**src/rtl/timer_ctrl_if.sv**
```systemverilog
// Front-panel bundle between the board I/O and timer_ctrl: raw buttons/switch in,
// run/direction/clear/enable levels out toward the display block.
interface timer_ctrl_if;
    logic       btn_start;
    logic       btn_clear;
    logic       btn_dir;
    logic       sw_ena;
    logic       time_zero;
    logic       st;
    logic       back;
    logic       clr;
    logic       ena;
    logic       alarm;
    logic [1:0] state;

    modport master (
        output btn_start, btn_clear, btn_dir, sw_ena, time_zero,
        input  st, back, clr, ena, alarm, state
    );

    modport slave (
        input  btn_start, btn_clear, btn_dir, sw_ena, time_zero,
        output st, back, clr, ena, alarm, state
    );
endinterface

```
**src/rtl/timer_ctrl.sv**
```systemverilog
// Stopwatch front-panel control: button sync/debounce, IDLE/RUN/PAUSE FSM, registered outputs.
// Optional countdown auto-stop with alarm is enabled by defining TIMER_AUTO_STOP_EN.
module timer_ctrl #(
    parameter int DB_CYCLES = 1000000,
    parameter int DB_W      = 20
) (
    input  logic         clk,
    input  logic         rst,
    timer_ctrl_if.slave  bus
);

    localparam logic [1:0] IDLE  = 2'b00;
    localparam logic [1:0] RUN   = 2'b01;
    localparam logic [1:0] PAUSE = 2'b10;
    localparam logic [DB_W-1:0] DB_LAST = DB_W'(DB_CYCLES - 1);

    // bit 0 = start, bit 1 = clear, bit 2 = dir
    logic [2:0]      raw_s;
    logic [2:0]      sync1_r;
    logic [2:0]      sync2_r;
    logic [2:0]      stable_r;
    logic [2:0]      prev_r;
    logic [DB_W-1:0] cnt_r [3];
    logic [2:0]      pulse_s;
    logic            start_p_s;
    logic            clear_p_s;
    logic            dir_p_s;
    logic            sw1_r;
    logic            ena_r;
    logic            expired_s;

    logic [1:0]      state_r;
    logic            st_r;
    logic            back_r;
    logic            clr_r;
    logic            alarm_r;
    logic [1:0]      state_nx_s;
    logic            back_nx_s;
    logic            clr_nx_s;
    logic            alarm_nx_s;

    assign raw_s     = {bus.btn_dir, bus.btn_clear, bus.btn_start};
    assign pulse_s   = stable_r & ~prev_r;
    assign start_p_s = pulse_s[0];
    assign clear_p_s = pulse_s[1];
    assign dir_p_s   = pulse_s[2];

`ifdef TIMER_AUTO_STOP_EN
    assign expired_s = back_r & bus.time_zero;
`else
    logic unused_s;
    assign unused_s  = bus.time_zero;
    assign expired_s = 1'b0;
`endif

    // Synchronize buttons and switch, debounce buttons, remember last stable level
    always_ff @(posedge clk or posedge rst) begin
        if (rst) begin
            sync1_r  <= 3'b000;
            sync2_r  <= 3'b000;
            stable_r <= 3'b000;
            prev_r   <= 3'b000;
            sw1_r    <= 1'b0;
            ena_r    <= 1'b0;
            for (int i = 0; i < 3; i++) begin
                cnt_r[i] <= {DB_W{1'b0}};
            end
        end else begin
            sync1_r <= raw_s;
            sync2_r <= sync1_r;
            prev_r  <= stable_r;
            sw1_r   <= bus.sw_ena;
            ena_r   <= sw1_r;
            for (int i = 0; i < 3; i++) begin
                if (sync2_r[i] == stable_r[i]) begin
                    cnt_r[i] <= {DB_W{1'b0}};
                end else if (cnt_r[i] == DB_LAST) begin
                    stable_r[i] <= sync2_r[i];
                    cnt_r[i]    <= {DB_W{1'b0}};
                end else begin
                    cnt_r[i] <= cnt_r[i] + DB_W'(1);
                end
            end
        end
    end

    // Next-state logic; clear has priority over every other action
    always_comb begin
        state_nx_s = state_r;
        back_nx_s  = back_r;
        alarm_nx_s = alarm_r;
        clr_nx_s   = 1'b0;
        if (clear_p_s) begin
            state_nx_s = IDLE;
            clr_nx_s   = 1'b1;
            alarm_nx_s = 1'b0;
        end else begin
            case (state_r)
                IDLE, PAUSE: begin
                    if (start_p_s) begin
                        alarm_nx_s = 1'b0;
                        // an expired countdown cannot be restarted until time is reloaded
                        if (expired_s) begin
                            state_nx_s = state_r;
                        end else begin
                            state_nx_s = RUN;
                        end
                    end else begin
                        state_nx_s = state_r;
                    end
                    if (dir_p_s) begin
                        back_nx_s = ~back_r;
                    end else begin
                        back_nx_s = back_r;
                    end
                end
                RUN: begin
                    if (expired_s) begin
                        state_nx_s = IDLE;
                        alarm_nx_s = 1'b1;
                    end else if (start_p_s) begin
                        state_nx_s = PAUSE;
                        alarm_nx_s = 1'b0;
                    end else begin
                        state_nx_s = RUN;
                    end
                end
                default: begin
                    state_nx_s = IDLE;
                end
            endcase
        end
    end

    // Register FSM state and all display-facing levels
    always_ff @(posedge clk or posedge rst) begin
        if (rst) begin
            state_r <= IDLE;
            st_r    <= 1'b0;
            back_r  <= 1'b0;
            clr_r   <= 1'b0;
            alarm_r <= 1'b0;
        end else begin
            state_r <= state_nx_s;
            st_r    <= (state_nx_s == RUN);
            back_r  <= back_nx_s;
            clr_r   <= clr_nx_s;
            alarm_r <= alarm_nx_s;
        end
    end

    assign bus.st    = st_r;
    assign bus.back  = back_r;
    assign bus.clr   = clr_r;
    assign bus.ena   = ena_r;
    assign bus.alarm = alarm_r;
    assign bus.state = state_r;

endmodule

```
**src/flat_wrapper.sv**
```systemverilog
// flat-port wrapper written by rule: the top's interface ports become plain ports
module timer_ctrl_flat 
#(
    parameter int DB_CYCLES = 1000000,
    parameter int DB_W      = 20
)
  (clk, rst, bus_btn_start, bus_btn_clear, bus_btn_dir, bus_sw_ena, bus_time_zero, bus_st, bus_back, bus_clr, bus_ena, bus_alarm, bus_state);
  timer_ctrl_if bus_i ();
  input  logic clk;
  input  logic rst;
  input wire logic [$bits(bus_i.btn_start)-1:0] bus_btn_start;
  input wire logic [$bits(bus_i.btn_clear)-1:0] bus_btn_clear;
  input wire logic [$bits(bus_i.btn_dir)-1:0] bus_btn_dir;
  input wire logic [$bits(bus_i.sw_ena)-1:0] bus_sw_ena;
  input wire logic [$bits(bus_i.time_zero)-1:0] bus_time_zero;
  output wire logic [$bits(bus_i.st)-1:0] bus_st;
  output wire logic [$bits(bus_i.back)-1:0] bus_back;
  output wire logic [$bits(bus_i.clr)-1:0] bus_clr;
  output wire logic [$bits(bus_i.ena)-1:0] bus_ena;
  output wire logic [$bits(bus_i.alarm)-1:0] bus_alarm;
  output wire logic [$bits(bus_i.state)-1:0] bus_state;
  assign bus_i.btn_start = bus_btn_start;
  assign bus_i.btn_clear = bus_btn_clear;
  assign bus_i.btn_dir = bus_btn_dir;
  assign bus_i.sw_ena = bus_sw_ena;
  assign bus_i.time_zero = bus_time_zero;
  assign bus_st = bus_i.st;
  assign bus_back = bus_i.back;
  assign bus_clr = bus_i.clr;
  assign bus_ena = bus_i.ena;
  assign bus_alarm = bus_i.alarm;
  assign bus_state = bus_i.state;
  timer_ctrl #(.DB_CYCLES(DB_CYCLES), .DB_W(DB_W)) u_core (.clk(clk), .rst(rst), .bus(bus_i));
endmodule
```
**config.mk**
```make
export PLATFORM = sky130hd
export DESIGN_NAME = timer_ctrl_flat
export DESIGN_NICKNAME = d
export VERILOG_FILES = /design/src/rtl/timer_ctrl_if.sv /design/src/rtl/timer_ctrl.sv /design/src/flat_wrapper.sv
export SDC_FILE = /design/constraint.sdc
export NUM_CORES = 1
export LEC_CHECK = 0
export CORE_MARGIN = 2
export CORE_UTILIZATION = 55
export CTS_CLUSTER_DIAMETER = 200
export DETAILED_ROUTE_END_ITERATION = 8
export PLACE_DENSITY = 0.73
export REMOVE_ABC_BUFFERS = 1
export SLEW_MARGIN = 20
export SYNTH_ARGS = -nofsm -noshare
export SYNTH_HDL_FRONTEND = slang
export SYNTH_SLANG_ARGS = --single-unit
```
**constraint.sdc**
```tcl
create_clock -name clk -period 6.3 [get_ports clk]
set_input_delay 1.26 -clock clk [delete_from_list [all_inputs] [get_ports clk]]
set_output_delay 1.26 -clock clk [all_outputs]
set_load 0.005 [all_outputs]
```
# Word-level counts from Yosys, hierarchy flattened
# Cells that the tools add are included.
[word_totals]
register_bits = 80
ramBits = 0
latch_bits = 0
mem_count = 0
wordCells = 59
output_inout_bits = 7
inputBits = 7
rom_bits = 0
[classes]
eq_ne = 9
n_mux = 14
reduce_logical = 10
div = 0
bitwise = 7
shift = 0
addsub = 3
n_mul = 0
magnitude_cmp = 0
[op_table]
columns = ["cell", "n"]
rows = [
  ["$mux W20", 6],
  ["$add A20 B1 Y20 const B", 3],
  ["$eq A20 B20 Y1 const B", 3],
  ["$reduce_and A2 Y1", 4],
  ["$mux W2", 3],
  ["$not A1 Y1", 5],
  ["$eq A2 B1 Y1 const B", 2],
  ["$mux W1", 4],
  ["$pmux W2 S2", 1],
  ["$reduce_bool A2 Y1", 2],
  ["$and A3 B3 Y3", 1],
  ["$eq A1 B1 Y1", 3],
  ["$not A3 Y3", 1],
  ["$reduce_and A3 Y1", 1],
  ["$reduce_or A3 Y1", 1],
  ["$eq A2 B2 Y1 const B", 1],
  ["$logic_not A2 Y1", 1],
  ["$reduce_or A2 Y1", 1],
]

# Logic depth before layout (Yosys ltp)
# Gate-level depths: netlist (run 1).
[logic_depth]
ltp_word = 6
ltp_mapped = 6
depth_no_buf = 5

# Least setup slack after synthesis (run 1)
# Ideal clock, no wire load.
[synth_path]
kind = "reg2reg"
from = "reg u_core.cnt_r[35] (netlist name)"
to = "reg u_core.cnt_r[23] (netlist name)"
slack_ns = 4.336
arrival_time_ns = 1.845
path_stages_with_launch = 6
period_less_slack_ns = 1.964
path_buffers = 1
t_required_ns = 6.181
setup_time_ns = 0.119
cell_sequence = "dfrtp_1 > or4b_1 > or4_4 > o21ai_4 > buf_6 > nor2_1"
[synth_via]
elab_chain_len = 3
[synth_rtl]
columns = ["element", "line", "rtl"]
rows = [
  ["from (decl)", "timer_ctrl.sv:23", "logic [DB_W-1:0] cnt_r [3];"],
  ["from (signal, indexed assignment)", "timer_ctrl.sv:66", "cnt_r[i] <= {DB_W{1'b0}};"],
  ["from (signal, indexed assignment)", "timer_ctrl.sv:76", "cnt_r[i] <= {DB_W{1'b0}};"],
  ["from (signal, indexed assignment)", "timer_ctrl.sv:79", "cnt_r[i] <= {DB_W{1'b0}};"],
  ["$eq A20 B20 Y1", "timer_ctrl.sv:77", "end else if (cnt_r[i] == DB_LAST) begin"],
  ["$mux W20", "timer_ctrl.sv:77", ""],
  ["$mux W20", "timer_ctrl.sv:75", "if (sync2_r[i] == stable_r[i]) begin"],
]
# Every way passes these cells.
# A chain may end at the register's enable or synchronous reset.

# Final worst setup path (run 1)
[layout_path]
from = "reg u_core.state_r[0] (netlist: u_core.bus.state[0])"
to = "out bus_state[0]"
[layout_lines]
columns = ["element", "line", "rtl"]
rows = [
  ["from (decl)", "timer_ctrl.sv:32", "logic [1:0] state_r;"],
  ["from (signal assigned)", "timer_ctrl.sv:144", "state_r <= state_nx_s;"],
  ["to (decl)", "flat_wrapper.sv:21", "output wire logic [$bits(bus_i.state)-1:0] bus_state;"],
]
# No word-level cell between the ends.

==> impl_metrics.toml, run 1 <==
[status]
outcome = "finished clean"

[cells_and_area]
diodes = 0
area_growth_pct = 10.8
nNetsFinal = 382
nFillCells = 529
stdcell_count = 454
drive_gt1_share_pct = 7.69

[cts]
clockBufferDepth = 2
cts_hold_buffers = 0
cts_resized = 0
cts_tree = "done"
path_clk_slew_ns = 0.08
cts_root_buf = "clkbuf_8"
clock_latency_ns = 0.35
postCtsSetupBuffers = 0
cts-htree-levels = 3
numCtsBuffers = 9
cts_sinks = 79

[sta]
clock_skew_ns = 0.00766
setup_ws_ns = 3.75
slew_viol_final = 0
tightest_slew_ns = 0.958
min_period_ns = 2.55
tns_ns = 0
finalCritPeriodShare_pct = 40.4
rsz0062_at_grt = "no"
max_freq_mhz = 392
setup_viol = 0
slew_headroom_pct = 36.1
hold_viol_final = 0

[drt]
totalWireLength_mm = 6.28
drtIter0Drc = 146
vias = 2620
post_drt_wl_per_cell_um = 13.8
drcViolationCount = 0
final_antenna_net_count = 0
viasPerCell = 5.77
drt_pass1_iterations = 4

[setup_path]
worst_setup_path_end_kind = "output pin"
critical-path-max-stage-delay_ns = 0.52
path_max_fanout = 5
critical_path_class = "flip-flop to output pin"
crit_arrival_ns = 1.29
required_ns = 5.04
cp_slowest_cell = "clkdlybuf4s50_1"
cp_num_buf_inv = 1
crit_chain = "clkdlybuf4s50_1"
start_kind = "flip-flop"
cpLargestDelayFamily = "buffers and inverters"

[pwr]
power_leakage_nw = 1.65
p_int_mw = 0.768
p_seq_share_pct = 53.5
p_per_area_nw_per_um2 = 239
p_comb_share_pct = 3.2
p_total_mw = 0.971
p_sw_mw = 0.202
clockPowerShare_pct = 43.3
swShare_pct = 20.8
ir_worst_vdd_v = 0.000147

[placed_design]
dp_worst_setup_slack_ns = 3.71
portBuffers = 11
dp.cells = 438
dp_hpwl_mm = 4.14
gp_congestion = 0.842

[synth]
synth_top_cell_area_share_pct = 54.0
synth.distinct_cells = 39
avgSynthCellArea_um2 = 10.2
ys.warnings.count = 0
synthCells = 358
yosys.area.top_type = "dfrtp_1"
yosysSeqAreaShare_pct = 54.0
synth_seq_cells = 79
synth_area_um2 = 3660
synth_area_leaders = "dfrtp_1 (54%), xnor2_1 (5.5%), nor2_1 (4.7%), xor2_1 (3.8%), nand3_1 (3.3%)"

[hold_path]
hp-class = "flip-flop to flip-flop"

[grt]
grt_overflow = 0
grt_pass1_wl_mm = 11.5
grt_antenna_before_repair = 0
grt_pass1_vias = 2543
track_usage_pct = 19.9
grt_max_degree = 80

[floorplanning]
pin_count = 14
die_h_um = 85.6
die_w_um = 85.6
fp.dieArea_um2 = 7330
num_rows = 29
initial_core_util_pct = 57.3
core_um2 = 6390

[flow_run]
maxCapViolations = 0
final timing paths:
| path | slack [ns] | end | from | cells after the start |
|---|---|---|---|---|
| worst min register to register | 0.35 | u_core.bus.ena | u_core.sw1_r | 0 |
| worst max-delay path | 3.75 | bus_state[0] | u_core.bus.state[0] | 1 |
| min in group asynchronous | 1.51 | u_core.sync1_r[1] | rst | 3 |
| max in group asynchronous | 4.16 | u_core.bus.clr | rst | 3 |
| worst max register to register | 4.12 | u_core.cnt_r[27] | u_core.cnt_r[35] | 4 |
| worst min-delay path | 0.35 | u_core.bus.ena | u_core.sw1_r | 0 |
worst register-to-register path, delay by kind of cell, from the launching register on:
| kind | cells | cell delay (ns) |
|---|---|---|
| AO/OA/AOI/OAI | 1 | 0.44 |
| AND/OR/NAND/NOR | 3 | 1.21 |
| flip-flops | 1 | 0.40 |
layer usage:
layer	track usage (%)	vias to the layer above	wire length, um
met4	8.23	0	123
li1	-	1287	-
met2	30.0	47	2810
met3	5.00	12	217
met1	27.5	1274	3130
met5	0	-	0
synth_stat cells:
cell / n
nand3_1: 24
nor4bb_1: 1
a21oi_1: 19
and4_1: 1
or2_2: 2
or4b_2: 1
nor4_1: 8
xor2_1: 16
and2_1: 3
xnor2_1: 23
buf_6: 1
or4_1: 11
nand3b_1: 1
dfrtp_1: 79
or3_1: 11
clkbuf_1: 5
or4_4: 1
nand2_1: 18
and3_1: 9
inv_1: 12
or2_0: 1
nor2b_1: 2
buf_4: 2
nor3_1: 9
buf_2: 2
conb_1: 1
o21ai_0: 12
nand4_1: 10
nand3_2: 1
nand2b_1: 3
o21ai_4: 1
nor2_1: 46
mux2_2: 4
or4b_1: 1
o31ai_1: 9
nor4b_1: 2
nand4b_1: 2
ha_1: 3
o31ai_4: 1
sequential cells by signal (all words and copies together) (netlist names):
name,cells
u_core.prev_r,3
u_core.cnt_r,60
u_core.sw1_r,1
u_core.bus.st,1
u_core.sync2_r,3
u_core.bus.back,1
u_core.bus.state,2
u_core.stable_r,3
u_core.sync1_r,3
u_core.bus.ena,1
u_core.bus.clr,1
power by group through the flow:
stage	Combinational, mW	Clock, mW	Sequential (mW)
floorplan	0.0210	0	0.528
global placement	0.0319	0	0.529
detailed placement	0.0323	0	0.529
CTS	0.0324	0.433	0.519
global route	0.0363	0.458	0.521
finish	0.0310	0.420	0.519
layout make-up:
| type | count | area [um^2] | share of cell area [%] |
|---|---|---|---|
| inverters | 12 | 46.3 | 1.14 |
| multi-input cells | 257 | 1590 | 39.2 |
| clock inverters | 3 | 65.1 | 1.60 |
| clock buffers | 13 | 159 | 3.91 |
| flip-flops and latches | 79 | 1980 | 48.7 |
| well taps | 77 | 96.3 | 2.37 |
| repair buffers | 13 | 125 | 3.08 |
metrics by stage:
step	hold slack, ns	instance area (um^2)	utilization [%]
global placement	0.336	3830	60.1
detailed placement	0.336	3830	60.1
finish	0.353	4060	63.6
floorplan	0.331	3610	-
global route	0.368	4060	63.6
CTS	0.354	4060	63.6
placed cells by master (no fill, tap or decap), types with 9 or more instances in the layout:
cell / instances
a21oi_1: 19
and3_1: 9
clkbuf_8: 11
clkdlybuf4s50_1: 11
dfrtp_1: 79
inv_1: 11
nand2_1: 18
nand3_1: 24
nand4_1: 10
nor2_1: 46
nor3_1: 9
o21ai_0: 12
or3_1: 11
or4_1: 11
xnor2_1: 23
xor2_1: 16
cell families (layout without fill, tap and decap cells):
| family | count (synthesis) | count (layout) | share of synthesized area, % |
|---|---|---|---|
| DFF | 79 | 79 | 54.0 |
| xor gates and xnor gates | 39 | 39 | 9.33 |
| AOI/OAI and AO/OA | 42 | 42 | 7.11 |
| adders and majority gates | 3 | 3 | 1.03 |
| other | 1 | 1 | 0.102 |
| buffers and inverters | 22 | 41 | 2.73 |
| and+or+nand+nor | 168 | 168 | 24.5 |
| muxes | 4 | 4 | 1.23 |
No activity file was read; power rests on OpenSTA's default activity.
==> run 2, diff against run 1 <==
==> constraint.sdc (replaced) <==
create_clock -name clk -period 2.5 [get_ports clk]
set_input_delay 0.5 -clock clk [delete_from_list [all_inputs] [get_ports clk]]
set_output_delay 0.5 -clock clk [all_outputs]
set_load 0.005 [all_outputs]
==> impl_metrics.toml, run 2 (same netlist as run 1, synthesis figures left out) <==
[hold_path]
hp-class = "flip-flop to flip-flop"
min-delay-start = "u_core.sync1_r[0]"
holdPathEnd = "u_core.sync2_r[0]"
hold-path-cell-count = 0

[pwr]
power_leakage_nw = 1.67
p_per_area_nw_per_um2 = 584
ir_worst_vdd_v = 0.000506

[cts]
cts_hold_buffers = 0
cts_resized = 0
numCtsBuffers = 9
cts_sinks = 79
path_clk_slew_ns = 0.07
cts_tree = "done"
cts-htree-levels = 3
cts_root_buf = "clkbuf_8"
clock_latency_ns = 0.34
postCtsSetupBuffers = 0
clockBufferDepth = 2

[placed_design]
portBuffers = 11
dp_hpwl_mm = 4.24
dp.cells = 441
place_area_um2 = 3880
gp_congestion = 0.807

[sta]
setup_viol = 0
max_freq_mhz = 463
tns_ns = 0
slew_headroom_pct = 55.9
rsz0062_at_grt = "no"
slew_viol_final = 0
hold_viol_final = 0
finalCritPeriodShare_pct = 86.4
min_period_ns = 2.16
clock_skew_ns = 0.00716
tightest_slew_ns = 0.661

[floorplanning]
fp.dieArea_um2 = 7330
die_h_um = 85.6
initial_core_util_pct = 57.3
num_rows = 29
pin_count = 14
core_um2 = 6390
die_w_um = 85.6

[status]
outcome = "finished clean"

[drt]
post_drt_wl_per_cell_um = 13.9
vias = 2678
final_antenna_net_count = 0
drcViolationCount = 0
drt_pass1_iterations = 4
drtIter0Drc = 213
totalWireLength_mm = 6.36
viasPerCell = 5.86

[setup_path]
r2r_cells = 4
crit_arrival_ns = 2.37
regToRegStartpoint = "u_core.cnt_r[35]"
path_max_fanout = 19
crit_chain = "or4b_1 > or4_4 > o21ai_4 > nor2_1"
r2r-end = "u_core.cnt_r[25]"
start_kind = "flip-flop"
r2r_slack_ns = 0.34
cpLargestDelayFamily = "simple AND/OR/NAND/NOR gates"
cp_slowest_cell = "or4_4"
critical_path_class = "flip-flop to flip-flop"
critical-path-max-stage-delay_ns = 0.55
required_ns = 2.71
cp_num_buf_inv = 0
worst_setup_path_end_kind = "flip-flop"

[cells_and_area]
stdcell_count = 457
area_growth_pct = 11.6
layout_common_cells = "dfrtp_1 (79), nor2_1 (46), nand3_1 (24)"
diodes = 0
drive_gt1_share_pct = 8.16
top_register = "u_core.cnt_r"
mostFrequentLayoutCell = "dfrtp_1"
largest_register_ffs = 60
final_area_um2 = 4090
nNetsFinal = 385

[grt]
track_usage_pct = 19.8
grt_antenna_before_repair = 0
grt_max_degree = 37
grt_pass1_wl_mm = 11.6
grt_pass1_vias = 2557
grt_overflow = 0

[flow_run]
maxCapViolations = 0
## run 2: cell count changes in the layout (fill, tap and decap cells not counted)
cell,change
clkinv_2,+1
clkbuf_8,-2
buf_12,+2
clkbuf_1,+1
buf_4,+1
## run 2: final cells by class
class,count,area [um^2]
Inverter,12,46.3
Multi-Input combinational cell,257,1590
Fill cell,519,2300
Clock inverter,4,70.1
Sequential cell,79,1980
Clock buffer,12,135
Timing Repair Buffer,16,173
Tap cell,77,96.3
## run 2: how the worst max path moves through the flow
| stage | endpoint | from | slack [ns] | depth (start not counted) |
|---|---|---|---|---|
| global placement | u_core.cnt_r[23] | u_core.cnt_r[35] | 0.37 | 4 |
| finish | u_core.cnt_r[25] | u_core.cnt_r[35] | 0.34 | 4 |
| floorplan | u_core.bus.back | rst | -0.02 | 1 |
| CTS | u_core.cnt_r[25] | u_core.cnt_r[35] | 0.32 | 4 |
| detailed placement | u_core.cnt_r[25] | u_core.cnt_r[35] | 0.33 | 4 |
| global route | u_core.cnt_r[23] | u_core.cnt_r[35] | 0.22 | 4 |
## run 2: metal layers
metal	routed length (um)	global-route usage [%]	share of wire [%]
met5	0	0	0
met4	86	5.05	1.4
met3	261	5.87	4.1
met2	3020	30.5	47
met1	2990	27.7	47
## run 2: per-stage QoR
step                      utilization [%]  worst slack, ns  power [mW]  hold WS [ns]
after CTS                            64.0            0.322        2.42         0.352
final                                64.0            0.339        2.39         0.350
after global routing                 64.0            0.216        2.49         0.366
after detailed placement             60.8            0.332        1.43         0.335
after global placement               60.8            0.366        1.42         0.336
after floorplan                         -          -0.0234        1.38         0.331
## run 2: power breakdown
group | internal [mW] | leakage [nW] | total, mW | switching, mW
registers | 1.30 | 1.08 | 1.31 | 0.0138
clock network | 0.561 | 0.104 | 0.988 | 0.428
logic | 0.0323 | 0.485 | 0.0885 | 0.0562
total | 1.89 | 1.67 | 2.39 | 0.498
